### src/rtl/task_sched.sv
// task_sched: round-robin arbiter feeding one shared, single-threaded task
// engine. A grant holds the task's ack bit high for the whole execution and
// drops it on engine done or watchdog expiry, which retires the task in the
// task register. A one-cycle RELEASE state keeps ack low long enough for the
// task register to clear req before the next arbitration.
//
//   state   | meaning
//   --------+--------------------------------------------------------------
//   IDLE    | no task running; arbitrate over req & en
//   BUSY    | task task_id running; ack held, watchdog counting
//   RELEASE | ack dropped, busy still high; one cycle, then back to IDLE

module task_sched #(
    parameter int                 N_TASK    = 16,
    parameter int                 TMO_W     = 16,
    parameter logic [TMO_W-1:0]   P_TIMEOUT = 16'd50000
) (
    input  logic              clk_i,
    input  logic              rst_n_i,
    input  logic [N_TASK-1:0] req_i,
    input  logic [N_TASK-1:0] en_i,
    output logic [N_TASK-1:0] ack_o,
    output logic              start_o,
    output logic [3:0]        task_id_o,
    output logic              busy_o,
    input  logic              done_i,
    output logic              abort_o,
    output logic              tmo_err_o,
    output logic [3:0]        tmo_id_o,
    input  logic              err_clr_i
);

    localparam int ID_W = 4;

    localparam logic [1:0] S_IDLE    = 2'd0;
    localparam logic [1:0] S_BUSY    = 2'd1;
    localparam logic [1:0] S_RELEASE = 2'd2;

    localparam logic [TMO_W-1:0] TMO_LAST = P_TIMEOUT - 1'b1;
    localparam logic [N_TASK-1:0] ONE_HOT0 = {{(N_TASK-1){1'b0}}, 1'b1};

    logic [1:0]        state_q,   state_d;
    logic [N_TASK-1:0] ack_q,     ack_d;
    logic              start_q,   start_d;
    logic              abort_q,   abort_d;
    logic              busy_q,    busy_d;
    logic [ID_W-1:0]   task_id_q, task_id_d;
    logic              tmo_err_q, tmo_err_d;
    logic [ID_W-1:0]   tmo_id_q,  tmo_id_d;
    logic [ID_W-1:0]   rr_ptr_q,  rr_ptr_d;
    logic [TMO_W-1:0]  cnt_q,     cnt_d;

    logic [N_TASK-1:0] cand;
    logic [ID_W-1:0]   cand_idx;
    logic [ID_W-1:0]   sel;
    logic              found;
    logic              done_ok;
    logic              tmo_hit;

    assign cand = req_i & en_i;

    // Rotating search: first eligible task after rr_ptr, wrapping 15 -> 0,
    // so the last granted task is the lowest priority next round.
    always_comb begin
        found    = 1'b0;
        sel      = '0;
        cand_idx = '0;
        for (int i = 1; i <= N_TASK; i++) begin
            cand_idx = rr_ptr_q + ID_W'(i);
            if (!found && cand[cand_idx]) begin
                found = 1'b1;
                sel   = cand_idx;
            end
        end
    end

    // done is not accepted in the start cycle; done beats a coincident timeout.
    assign done_ok = (state_q == S_BUSY) && !start_q && done_i;
    assign tmo_hit = (state_q == S_BUSY) && (P_TIMEOUT != '0) &&
                     (cnt_q == TMO_LAST) && !done_ok;

    // Next-state and output logic for the arbitration / execution sequence.
    always_comb begin
        state_d   = state_q;
        ack_d     = ack_q;
        start_d   = 1'b0;
        abort_d   = 1'b0;
        busy_d    = busy_q;
        task_id_d = task_id_q;
        rr_ptr_d  = rr_ptr_q;
        cnt_d     = cnt_q;
        tmo_id_d  = tmo_id_q;
        tmo_err_d = tmo_err_q;

        if (err_clr_i) begin
            tmo_err_d = 1'b0;
        end

        case (state_q)
            S_IDLE: begin
                if (found) begin
                    ack_d     = ONE_HOT0 << sel;
                    start_d   = 1'b1;
                    task_id_d = sel;
                    rr_ptr_d  = sel;
                    cnt_d     = '0;
                    busy_d    = 1'b1;
                    state_d   = S_BUSY;
                end
            end
            S_BUSY: begin
                if (cnt_q != '1) begin
                    cnt_d = cnt_q + 1'b1;
                end
                if (done_ok) begin
                    ack_d   = '0;
                    state_d = S_RELEASE;
                end else if (tmo_hit) begin
                    ack_d     = '0;
                    abort_d   = 1'b1;
                    tmo_err_d = 1'b1;
                    tmo_id_d  = task_id_q;
                    state_d   = S_RELEASE;
                end
            end
            S_RELEASE: begin
                busy_d  = 1'b0;
                state_d = S_IDLE;
            end
            default: begin
                ack_d   = '0;
                busy_d  = 1'b0;
                state_d = S_IDLE;
            end
        endcase
    end

    // State registers; reset drops ack at once so an interrupted task retires.
    always_ff @(posedge clk_i or negedge rst_n_i) begin
        if (!rst_n_i) begin
            state_q   <= S_IDLE;
            ack_q     <= '0;
            start_q   <= 1'b0;
            abort_q   <= 1'b0;
            busy_q    <= 1'b0;
            task_id_q <= '0;
            tmo_err_q <= 1'b0;
            tmo_id_q  <= '0;
            rr_ptr_q  <= 4'd15;
            cnt_q     <= '0;
        end else begin
            state_q   <= state_d;
            ack_q     <= ack_d;
            start_q   <= start_d;
            abort_q   <= abort_d;
            busy_q    <= busy_d;
            task_id_q <= task_id_d;
            tmo_err_q <= tmo_err_d;
            tmo_id_q  <= tmo_id_d;
            rr_ptr_q  <= rr_ptr_d;
            cnt_q     <= cnt_d;
        end
    end

    assign ack_o     = ack_q;
    assign start_o   = start_q;
    assign abort_o   = abort_q;
    assign busy_o    = busy_q;
    assign task_id_o = task_id_q;
    assign tmo_err_o = tmo_err_q;
    assign tmo_id_o  = tmo_id_q;

endmodule

### config.mk
export PLATFORM = sky130hd
export DESIGN_NAME = task_sched
export DESIGN_NICKNAME = d
export VERILOG_FILES = /design/src/rtl/task_sched.sv
export SDC_FILE = /design/constraint.sdc
export NUM_CORES = 1
export LEC_CHECK = 0
export ABC_AREA = 1
export CORE_UTILIZATION = 56
export CTS_CLUSTER_SIZE = 8
export DETAILED_ROUTE_END_ITERATION = 6
export PLACE_DENSITY = 0.84
export SYNTH_ARGS = -nofsm -noshare
export SYNTH_HDL_FRONTEND = slang
export SYNTH_SLANG_ARGS = --single-unit
### constraint.sdc
create_clock -name clk_i -period 5.3 [get_ports clk_i]
set_clock_uncertainty 0.2 [all_clocks]
set_input_delay 1.59 -clock clk_i [delete_from_list [all_inputs] [get_ports clk_i]]
set_output_delay 1.59 -clock clk_i [all_outputs]
set_load 0.02 [all_outputs]
==> flow_summary.ini <==
[die]
die-width_um = 90.5
die_area_um2 = 8180
start_util = 0.591
die_h_um = 90.5
core_area_um2 = 7410
rows = 31
ioPinCount = 64

[clocking]
clock_latency_ps = 320
clk_path_buf_depth = 2
cts_tree = done
clkSlewWorstSetupHoldPaths_ps = 100
holdBufCountCts = 0
clock-root-buffer = clkbuf_8
post_cts_resized = 0
cts_made_buffers = 5
postCtsSetupRepairBufs = 0
htree_levels = 2
clock-sinks = 50

[min_path]
hold_depth = 2
min_to = ack_o[14]
hp-start = ack_o[14]
hold_class = reg -> reg

[setup_path]
path_class = in -> reg
slowest_delay_ps = 420
r2r_slack_ps = 930
arrival_ps = 4730
r2r.worst_path.cells = 19
slowest_stage = clkdlybuf4s50_1
end_kind = register
r2r_end = task_id_o[2]
cp_data_required_time_ps = 5300
cp_max_fo = 13
critical_path.cell_chain = clkdlybuf4s50_1 > nand3_1 > nand2_1 > o21ai_0 > nand2_1 > nand2_1 > o21ai_1 > nor2_4 > nand4_4 > nor2_4 > nand4_2 > nor2_4 > nand2_2 > nor2_4 > nand4_1 > nand2_1 > inv_2 > nand2_4 > inv_2 > nand2_1 > o21ai_1
start_kind = input pin
path_common_cell = nand2_1
r2r_start = rr_ptr_q[1]

[synthesis]
ys_types = 41
yosysTopAreaCell = dfrtp_1
synth-main-ff-cell = dfrtp_1
synth_edf_count = 0
syn-cell-area_um2 = 4380
syn_area_per_cell_um2 = 6.25
yosysWarnings = 0
synth_fp_nets = 745
syn_inst = 701
yosysSeqAreaShare = 0.287
synth_top_area_share = 0.263
synth_area_leaders = dfrtp_1 (26%), nand2_1 (20%), nand3_1 (16%)
async_flop_share = 1.00
ys_ff_latch = 50

[drt]
routed.top_layer = met4
first_pass_iters = 5
met2WireLength_um = 5930
drc = 0
postRouteAntennaNets = 0
routed_via_density = 5.75
drt_iter0_markers = 495
route.met3.wl_um = 956
avgRoutedWirePerCell_um = 15.0
wl_um = 13000
wl_met1_um = 5820
vias = 4974

[final_layout]
area_growth_syn_to_layout_pct = 19.0
multi_input_area_um2 = 2750
final_common_cell = nand2_1
layout.area.seq_um2 = 1260
final_cell_mix = nand2_1 (230), nand3_1 (137), nor2_1 (66)
antenna_cells = 0
fill_cells = 629
drive_above_1_share = 0.0744
nNetsFinal = 809

[timing]
hold_viol = 0
max_freq_mhz = 211
fin_crit_ps = 4730
drv_slew = 0
setup_tns_ps = 0
slew_headroom = 0.552
tightest_slew_ps = 665
rsz0062_at_grt = false
setup_viol = 0
period_share = 0.893

[placed_design]
gp_congestion = 0.939
io_buffers = 63
place_hpwl_um = 10100

[global_routing]
track_usage = 0.331
grt_pass1_vias = 4641
antenna_found_initial = 0
grt_max_degree = 51
grt_overflow_total = 0
grt_pass1_wl_um = 21900

[job]
drv_cap = 0

[run_status]
status = completed
[Yosys cell counts, types with 4 or more instances]
cell type    n
clkbuf_1     4
nor2_1      66
inv_2        6
o21ai_0     14
nand3_1    137
nor3_1      11
xor2_1       8
nand4_1     19
nand2_2      4
dfrtp_1     46
inv_1       64
nand2_1    230
nor4_1       5
buf_2        7
a21oi_1      6
nor2_4       5
o21ai_1     15
dfstp_2      4
o22ai_1      5
ha_1         8
[worst max-delay path: cells and delay by family]
family | cells | cell delay (ps)
simple gates | 15 | 2020
buf+inv | 3 | 620
compound gates | 3 | 480
[stage by stage]
stage | setup WS, ps | util | cell area (um2) | hold WS (ps) | cells
2_1_floorplan | 1200 | - | 4380 | 296 | 701
4_1_cts | 593 | 0.704 | 5210 | 298 | 865
3_5_place_dp | 272 | 0.690 | 5110 | 273 | 857
5_1_grt | 229 | 0.704 | 5210 | 311 | 865
3_3_place_gp | 318 | 0.690 | 5110 | 262 | 857
6_report | 565 | 0.704 | 5210 | 291 | 865
[state kept, by name, indices dropped and copies added (netlist names)]
signal	cells
cnt_q	16
busy_o	1
abort_o	1
state_q	2
tmo_id_o	4
start_o	1
ack_o	16
task_id_o	4
tmo_err_o	1
rr_ptr_q	4
[worst max-delay path by stage]
stage / slack [ps] / from / to / depth (start not counted)
floorplan: 1200 / en_i[9] / task_id_o[1] / 21
global placement: 320 / en_i[9] / task_id_o[2] / 21
detailed placement: 270 / req_i[8] / task_id_o[2] / 21
CTS: 590 / req_i[8] / task_id_o[2] / 21
global route: 230 / en_i[10] / ack_o[14] / 25
finish: 570 / req_i[8] / task_id_o[2] / 21
[area by class of cell]
cell class              instances  area share
inverters                      72      0.0523
flip-flops and latches         50       0.241
multi-input cells             562       0.528
well taps                      99      0.0238
repair buffers                 74       0.136
clock inverters                 2     0.00312
clock buffers                   6      0.0158
[layer usage]
metal | global-route usage | up-vias
met5 | 0 | -
met3 | 0.0572 | 30
li1 | - | 2426
met2 | 0.538 | 213
met1 | 0.451 | 2305
met4 | 0.102 | 0
[cell families (layout without fill, tap and decap cells)]
kind of cell    Yosys count  in the layout  synth area share
simple gates            485            485             0.495
xor+xnor                 15             15            0.0394
fa+ha+maj                 8              8            0.0228
flops                    50             50             0.287
buf+inv                  89            154            0.0848
compound gates           54             54            0.0717
Power is not shown: default switching activity piles up to over one toggle a cycle in this logic, so the estimate is an artifact.
